<file path="src/rtl/inst_fetch_pkg.sv">
// Shared definitions for the instruction fetch stage: opcode constants,
// fetch FSM encoding, reset defaults and a small decode helper.
package inst_fetch_pkg;

  localparam int          XLEN_DEFAULT     = 32;
  localparam logic [31:0] RESET_PC_DEFAULT = 32'h0000_0000;

  localparam logic [6:0] OP_LOAD   = 7'b0000011;
  localparam logic [6:0] OP_STORE  = 7'b0100011;
  localparam logic [6:0] OP_BRANCH = 7'b1100011;
  localparam logic [6:0] OP_JAL    = 7'b1101111;
  localparam logic [6:0] OP_JALR   = 7'b1100111;
  localparam logic [6:0] OP_LUI    = 7'b0110111;
  localparam logic [6:0] OP_AUIPC  = 7'b0010111;
  localparam logic [6:0] OP_IMM    = 7'b0010011;
  localparam logic [6:0] OP_REG    = 7'b0110011;

  typedef enum logic [1:0] {
    ST_FETCH   = 2'd0,  // request outstanding at pc
    ST_HOLD    = 2'd1,  // word buffered, waiting for downstream room
    ST_BR_WAIT = 2'd2,  // control transfer pending, waiting for ROB redirect
    ST_FLUSH   = 2'd3   // stale request outstanding, its word will be dropped
  } fetch_state_t;

  // Control transfers whose target only the back end can resolve.
  function automatic logic waits_for_redirect(input logic [6:0] opcode);
    return (opcode == OP_BRANCH) || (opcode == OP_JALR);
  endfunction

endpackage

</file>
<file path="src/rtl/inst_fetch_imm_gen.sv">
// Immediate generator: builds the sign/zero-extended immediate of a raw
// instruction word. Shared by the JAL target adder and the output register.
module imm_gen
  import inst_fetch_pkg::*;
(
  input  logic [31:0] i_ins,
  output logic [31:0] o_imm
);

  // Select the immediate format from the opcode; R-type and unknown give 0.
  always_comb begin
    // NOTE: default first so every path assigns o_imm and no latch is inferred.
    o_imm = '0;
    case (i_ins[6:0])
      OP_LOAD, OP_JALR: o_imm = {{20{i_ins[31]}}, i_ins[31:20]};
      OP_IMM: begin
        // Shift-immediates carry only a 5-bit unsigned shamt.
        if ((i_ins[14:12] == 3'b001) || (i_ins[14:12] == 3'b101))
          o_imm = {27'b0, i_ins[24:20]};
        else
          o_imm = {{20{i_ins[31]}}, i_ins[31:20]};
      end
      OP_STORE:         o_imm = {{20{i_ins[31]}}, i_ins[31:25], i_ins[11:7]};
      OP_BRANCH:        o_imm = {{19{i_ins[31]}}, i_ins[31], i_ins[7], i_ins[30:25],
                                 i_ins[11:8], 1'b0};
      OP_LUI, OP_AUIPC: o_imm = {i_ins[31:12], 12'b0};
      OP_JAL:           o_imm = {{11{i_ins[31]}}, i_ins[31], i_ins[19:12], i_ins[20],
                                 i_ins[30:21], 1'b0};
      OP_REG:           o_imm = '0;
      default:          o_imm = '0;
    endcase
  end

endmodule

</file>
<file path="src/rtl/inst_fetch.sv">
// Instruction fetch stage: holds the PC, issues one word request at a time,
// hands each accepted word to the decoder with its immediate and PC, resolves
// JAL locally and parks on branches/JALR until the ROB redirects.
module inst_fetch
  import inst_fetch_pkg::*;
#(
  parameter logic [31:0] RESET_PC = RESET_PC_DEFAULT,
  parameter int          XLEN     = XLEN_DEFAULT
) (
  input  logic            clk,
  input  logic            rst,
  input  logic            rdy,
  output logic            mem_req,
  output logic [XLEN-1:0] mem_addr,
  input  logic            mem_valid,
  input  logic [XLEN-1:0] mem_data,
  input  logic            stall,
  input  logic            pc_bc_flag,
  input  logic [XLEN-1:0] pc_bc,
  output logic [XLEN-1:0] ins,
  output logic            ins_flag,
  output logic [XLEN-1:0] ins_imm,
  output logic [XLEN-1:0] rd_val
);

  fetch_state_t    r_state;
  fetch_state_t    w_state_nxt;
  fetch_state_t    w_step_state;
  logic [XLEN-1:0] r_pc;
  logic [XLEN-1:0] w_pc_nxt;
  logic [XLEN-1:0] w_step_pc;
  logic [XLEN-1:0] r_req_addr;
  logic [XLEN-1:0] w_addr_nxt;
  logic            r_mem_req;
  logic            w_req_nxt;
  logic [XLEN-1:0] r_buf;
  logic [XLEN-1:0] r_ins;
  logic [XLEN-1:0] r_ins_imm;
  logic [XLEN-1:0] r_rd_val;
  logic            r_ins_flag;
  logic            w_emit;
  logic            w_latch;
  logic            w_resp;
  logic [XLEN-1:0] w_word;
  logic [XLEN-1:0] w_imm;

  // A response only counts while our request is actually on the bus.
  assign w_resp = mem_valid & r_mem_req;

  // The word being accepted: the buffered one in HOLD, otherwise the bus.
  assign w_word = (r_state == ST_HOLD) ? r_buf : mem_data;

  imm_gen u_imm_gen (
    .i_ins (w_word),
    .o_imm (w_imm)
  );

  // Next PC and state after accepting w_word.
  always_comb begin
    w_step_pc    = r_pc + XLEN'(4);
    w_step_state = ST_FETCH;
    if (w_word[6:0] == OP_JAL) begin
      w_step_pc = r_pc + w_imm;
    end else if (waits_for_redirect(w_word[6:0])) begin
      w_step_pc    = r_pc;
      w_step_state = ST_BR_WAIT;
    end
  end

  // FSM state register.
  always_ff @(posedge clk or negedge rst) begin
    if (!rst)
      r_state <= ST_FETCH;
    else if (rdy)
      // NOTE: non-blocking so every register updates from pre-edge values.
      r_state <= w_state_nxt;
  end

  // FSM next-state logic; a redirect overrides everything else.
  always_comb begin
    w_state_nxt = r_state;
    w_pc_nxt    = r_pc;
    w_emit      = 1'b0;
    w_latch     = 1'b0;
    if (pc_bc_flag) begin
      w_pc_nxt = pc_bc;
      case (r_state)
        ST_FETCH: w_state_nxt = w_resp ? ST_FETCH : ST_FLUSH;
        ST_FLUSH: w_state_nxt = ST_FLUSH;
        default:  w_state_nxt = ST_FETCH;
      endcase
    end else begin
      case (r_state)
        ST_FETCH: begin
          if (w_resp) begin
            if (stall) begin
              w_latch     = 1'b1;
              w_state_nxt = ST_HOLD;
            end else begin
              w_emit      = 1'b1;
              w_pc_nxt    = w_step_pc;
              w_state_nxt = w_step_state;
            end
          end
        end
        ST_HOLD: begin
          if (!stall) begin
            w_emit      = 1'b1;
            w_pc_nxt    = w_step_pc;
            w_state_nxt = w_step_state;
          end
        end
        ST_BR_WAIT: w_state_nxt = ST_BR_WAIT;
        ST_FLUSH:   if (w_resp) w_state_nxt = ST_FETCH;
        default:    w_state_nxt = ST_FETCH;
      endcase
    end
  end

  // FSM outputs: request line and address for the coming cycle. FLUSH keeps
  // the stale address on the bus until its response drains.
  always_comb begin
    w_req_nxt  = (w_state_nxt == ST_FETCH) || (w_state_nxt == ST_FLUSH);
    w_addr_nxt = (w_state_nxt == ST_FETCH) ? w_pc_nxt : r_req_addr;
  end

  // PC, bus request and holding buffer.
  always_ff @(posedge clk or negedge rst) begin
    if (!rst) begin
      r_pc       <= RESET_PC;
      r_req_addr <= RESET_PC;
      r_mem_req  <= 1'b0;
      r_buf      <= '0;
    end else if (rdy) begin
      r_pc       <= w_pc_nxt;
      r_req_addr <= w_addr_nxt;
      r_mem_req  <= w_req_nxt;
      if (w_latch) r_buf <= mem_data;
    end
  end

  // Decoder handoff registers; the pulse is cleared whenever rdy is low.
  always_ff @(posedge clk or negedge rst) begin
    if (!rst) begin
      r_ins_flag <= 1'b0;
      r_ins      <= '0;
      r_ins_imm  <= '0;
      r_rd_val   <= '0;
    end else if (!rdy) begin
      r_ins_flag <= 1'b0;
    end else begin
      r_ins_flag <= w_emit;
      if (w_emit) begin
        r_ins     <= w_word;
        r_ins_imm <= w_imm;
        r_rd_val  <= r_pc;
      end
    end
  end

  assign mem_req  = r_mem_req;
  assign mem_addr = r_req_addr;
  assign ins      = r_ins;
  assign ins_flag = r_ins_flag;
  assign ins_imm  = r_ins_imm;
  assign rd_val   = r_rd_val;

endmodule
</file>
<file path="config.mk">
export PLATFORM = sky130hd
export DESIGN_NAME = inst_fetch
export DESIGN_NICKNAME = d
export VERILOG_FILES = /design/src/rtl/inst_fetch_pkg.sv /design/src/rtl/inst_fetch_imm_gen.sv /design/src/rtl/inst_fetch.sv
export SDC_FILE = /design/constraint.sdc
export NUM_CORES = 1
export LEC_CHECK = 0
export ABC_CLOCK_PERIOD_IN_PS = 13100
export BUFFER_PORTS_ARGS = -buffer_cell sky130_fd_sc_hd__buf_2
export CORE_AREA = 2 2 145 288
export DETAILED_ROUTE_END_ITERATION = 16
export DIE_AREA = 0 0 147 290
export GPL_ROUTABILITY_DRIVEN = 1
export PLACE_DENSITY = 0.48
export RECOVER_POWER = 100
export SLEW_MARGIN = 10
export SYNTH_ARGS = -nofsm -noshare
export SYNTH_HDL_FRONTEND = slang
export SYNTH_HIERARCHICAL = 1
export SYNTH_SLANG_ARGS = --single-unit
</file>
<file path="constraint.sdc">
create_clock -name clk -period 13.1 [get_ports clk]
set_clock_uncertainty 0.15 [all_clocks]
set_input_delay 1.31 -clock clk [delete_from_list [all_inputs] [get_ports clk]]
set_output_delay 1.31 -clock clk [all_outputs]
set_load 0.005 [all_outputs]
</file>
# Yosys cells after proc, flatten, opt, wreduce, memory -nomap -nowiden
# Cells that the tools add are included.
# word_totals
register_bits	196
out_inout_bits	130
# op_classes
addsub	2
eq_ne	14
muxes	28
bitwise_logic	1
reduce_logical	10
# op_table
cell	n
$mux W32	7
$pmux W32 S6	1
$pmux W32 S2	1
$add A32 B3 Y32 const B	1
$add A32 B32 Y32	1
$eq A7 B7 Y1 const B	3
$mux W2	8
$eq A7 B5 Y1 const B	2
$eq A7 B6 Y1 const B	2
$mux W1	8
$pmux W2 S4	1
$eq A7 B2 Y1 const B	1
$eq A2 B2 Y1 const B	3
$reduce_and A2 Y1	3
$logic_not A2 Y1	2
$pmux W2 S2	1
$reduce_or A2 Y1	2
$eq A3 B1 Y1 const B	1
$eq A3 B3 Y1 const B	1
$logic_or A1 B1 Y1	3
$eq A2 B1 Y1 const B	1
$pmux W1 S2	1
$and A1 B1 Y1	1

# Longest topological paths before layout
# depth
word_depth	12
depth_mapped	21
mapped_depth_nobuf	18

# Hierarchy
# The synthesis kept the hierarchy.
# modules_own_cells
mod	n_inst	cells_per_inst	area_each_um2	seq_area_each_um2
inst_fetch	1	1145	11484.8	4904.7
imm_gen	1	64	474.2	0.0

# Worst setup path before layout
# No wires, ideal clock.
# synth_timing
kind	reg2reg
startpoint	register r_state[1]
endpoint	register r_req_addr[20] (netlist: mem_addr[20])
setup_ps	125
arrival_time_ps	4926
t_required_ps	12825
path_slack_ps	7899
path_stages_with_launch	19
path_buffers	3
synth_period_minus_slack_ps	5201
cell_sequence	dfrtp_1 -> inv_1 -> ha_1 -> clkbuf_1 -> clkbuf_1 -> mux2_2 -> buf_2 -> or4b_4 -> a31oi_4 -> a21o_1 -> ha_1 -> a21o_1 -> a31o_1 -> a21o_1 -> a221o_1 -> or3_1 -> a311oi_1 -> a21oi_1 -> mux2_2
# synth_rtl
element	line	text
start, declared	inst_fetch.sv:26	fetch_state_t r_state;
start signal, assigned	inst_fetch.sv:76	r_state <= w_state_nxt;
$eq A2 B1 Y1 (*)	inst_fetch.sv:51	assign w_word = (r_state == ST_HOLD) ? r_buf : mem_data;
$mux W32 (*)	inst_fetch.sv:51	
via w_word[2]	inst_fetch.sv:44	logic [XLEN-1:0] w_word;
$eq A7 B6 Y1 (tied with other cells)	inst_fetch_imm_gen.sv:14	case (i_ins[6:0])
$reduce_or A2 Y1	inst_fetch_imm_gen.sv:14	
$pmux W32 S6 (*)	inst_fetch_imm_gen.sv:14	
via w_imm[15]	inst_fetch.sv:45	logic [XLEN-1:0] w_imm;
$add A32 B32 Y32 (*)	inst_fetch.sv:63	w_step_pc = r_pc + w_imm;
$mux W32 (*)	inst_fetch.sv:62	if (w_word[6:0] == OP_JAL) begin
$mux W32 (*)	inst_fetch.sv:96, inst_fetch.sv:107	
$mux W32	inst_fetch.sv:95	if (w_resp) begin
$pmux W32 S2 (*)	inst_fetch.sv:93	case (r_state)
$mux W32 (*)	inst_fetch.sv:85	if (pc_bc_flag) begin
end signal, assigned	inst_fetch.sv:136	r_req_addr <= w_addr_nxt;
end, declared	inst_fetch.sv:32	logic [XLEN-1:0] r_req_addr;
# The timed path passes the listed nets; every way through them passes the cells marked *.
# A chain may end at the register's enable or synchronous reset.

# Worst setup path in the final report
# layout_timing
startpoint	register r_state[1]
endpoint	register r_req_addr[31] (netlist: mem_addr[31])
# The elaborated chain is that of the path after synthesis.

==> results by group <==
Status
  – Status: complete, but fails checks
  – Violated checks: capacitance limit, slew limit

Placement
  – Placer Congestion: 0.9468
  – Worst slack, placed: 6695 ps
  – Buffers on Ports: 199
  – DP Wirelength: 36,240 um

Timing
  – Hold Vio Cnt, Final: 0
  – Endpoints failing setup: 0
  – Max Slew Vio Count: 372
  – Final Cycle Share: 0.6069
  – Min Clock Period, post-route: 7950 ps
  – Measured slew at the worst slew-check pin: 3897 ps
  – Fmax: 125.8 MHz
  – RSZ-0062 raised after global routing: false
  – Relative slew slack: -1.598
  – Final worst setup slack: 5150 ps
  – Sum Neg Setup Slack: 0 ps

Synthesis
  – Distinct cells, synth: 88
  – Count of state elements after synthesis: 196
  – Avg Synthesized Cell Area: 9.892 um^2
  – Ys flop type: dfrtp_1
  – Top post-synthesis cells by area: dfrtp_1 41%, mux2_2 16%, ha_1 3.9%
  – Post-synth EDFFs: 0
  – Warnings from Yosys: 6
  – Synth area leader: dfrtp_1
  – Mapped Nets: 1,317
  – Commonest cells in the netlist: 196 x dfrtp_1, 171 x mux2_2, 114 x nand2_1
  – Post-synthesis sequential area ratio: 0.4101
  – Post-Syn Area: 11,960 um^2
  – Top cell type's share of synthesized area: 0.4101
  – Post-Syn Instances: 1,209
  – Top-count cell post-synth: dfrtp_1
  – Ys async rst share: 1.000

Global routing
  – Largest net degree at the start of global routing: 74
  – GRT Util Overall: 0.2163
  – Global-route wire length before repair: 69,050 um
  – Initial antenna violation count: 0
  – Remaining global-route overflow: 0
  – Vias in the first global route: 10.63k

Clock network
  – CTS tree: done
  – Post-CTS Setup Repair Bufs: 0
  – Clock Tree Buf Depth: 2
  – PostCTS Resize Cnt: 0
  – CTS Sinks: 196
  – H-tree level count: 4
  – Clock transition at path regs: 70 ps
  – Hold Buf Count CTS: 0
  – Worst-skew pair later-pin latency: 450 ps
  – TritonCTS buffer count: 17
  – CTS root buf: clkbuf_16

Critical path
  – Critical path peak fanout: 30
  – Startpoint Class: flop
  – Worst path required time: 13,200 ps
  – CP Class: flop to flop
  – CP endpoint kind: flop
  – R2R cell count: 18
  – WP data arrival: 8050 ps

Finish
  – Layout cells sized above 1: 0.2608
  – Nets: 1,485
  – P&R area growth vs syn: 16.76%
  – Number of inserted diodes: 0

Route
  – Via count: 10.62k
  – Routed wire length: 46,380 um
  – Residual DRC: 0
  – Iteration-0 DRC Markers: 624
  – Per-cell routed wire length: 24.18 um
  – Antenna Nets Post-Route: 0
  – First-pass DRT Iterations: 5
  – Via density: 5.538

Floorplanning
  – Core area: 40,340 um^2
  – # IOs: 200
  – Die Footprint: 42,630 um^2
  – Die width: 147 um
  – # rows: 104
  – Die extent in y: 290 um
  – Initial Utilization: 0.2965

Hold path
  – Min-Delay Path Class: flop to flop
  – Hold Path Cell Cnt: 2

Power and ir drop
  – Worst vdd ir: 78.56 uV
  – PD cells: 177.5 nW/um^2
  – Leakage power: 0.006445 uW

Job
  – Number of max-cap violations: 8
==> state kept, by name (all words and copies together) (netlist names) <==
name / cells
ins: 32
rd_val: 32
mem_req: 1
r_pc: 32
ins_imm: 32
r_state: 2
r_buf: 32
ins_flag: 1
mem_addr: 32
==> critical path: stages (launching register included) <==
cell	delay (ps)
dfrtp_1	420
inv_1	120
ha_1	500
clkbuf_1	1310
mux2_1	580
nand3b_1	330
nand3b_1	340
a21oi_1	240
clkbuf_1	390
a21o_1	200
ha_1	350
a211o_1	310
a2111oi_0	920
o32a_1	290
nand2_1	110
o21a_1	250
o211a_1	210
nor4_1	550
a31oi_1	170
==> metrics by stage <==
stage	cell area (um^2)	instances	hold slack (ps)	utilization	total power, uW
detailed placement	13500	1888	310.2	0.3347	1954
CTS	14110	1918	339.6	0.3498	2538
global placement	13500	1888	310.1	0.3347	1942
floorplan	11960	1209	319.8	-	1507
global route	13960	1918	369.9	0.3462	2639
finish	13960	1918	338.1	0.3462	2478
==> metal layers <==
metal,GRT usage,wire length (um),share of wire
met3,0.02390,1600,0.034
met1,0.2395,17730,0.38
met4,0.1062,2204,0.048
met5,0,0,0
met2,0.4048,24840,0.54
==> worst paths after layout <==
| path | from | end | slack (ps) |
|---|---|---|---|
| worst min register to register | mem_addr[9] | mem_addr[9] | 340 |
| worst max-delay path | r_state[1] | mem_addr[31] | 5150 |
| min in group asynchronous | rst | mem_addr[0] | 1830 |
| max in group asynchronous | rst | ins_imm[14] | 5970 |
| worst max register to register | r_state[1] | mem_addr[31] | 5150 |
| worst min-delay path | mem_addr[9] | mem_addr[9] | 340 |
==> cell families (layout without fill, tap and decap cells) <==
| family | count (synthesis) | in the layout | share of synthesized area |
|---|---|---|---|
| muxes | 178 | 178 | 0.1669 |
| adders and majority gates | 38 | 38 | 0.04038 |
| DFF | 196 | 196 | 0.4101 |
| xor gates and xnor gates | 9 | 9 | 0.006592 |
| and+or+nand+nor | 327 | 327 | 0.1390 |
| buffers and inverters | 101 | 280 | 0.03411 |
| AOI/OAI and AO/OA | 360 | 360 | 0.2029 |
==> area by class of cell <==
cell class,count,area (um^2)
inverter,31,116.4
tap,530,663.1
clock buffer,19,432.9
clock inverter,11,176.4
timing repair buffer,219,1033
sequential,196,4905
fill,4198,26380
multi-input combinational,912,6636
==> placed cells by master (no fill, tap or decap), drive strengths merged, types with 10 or more instances in the layout <==
cell and instances:
a21o 43, a21oi 63, a221oi 11, a31oi 34, and2 14, and3 16
buf 146, clkbuf 92, dfrtp 196, ha 37, inv 33, mux2 171
nand2 114, nand3 29, nand4 12, nor2 60, nor3 25, o21a 13
o21ai 94, o31ai 10, or3 11
==> power breakdown <==
part           switching, uW  total (uW)  internal (uW)
clock                    247         567            320
combinational            502         905            403
sequential               182        1010            824
Note: power is estimated with default switching activity, not from simulation.
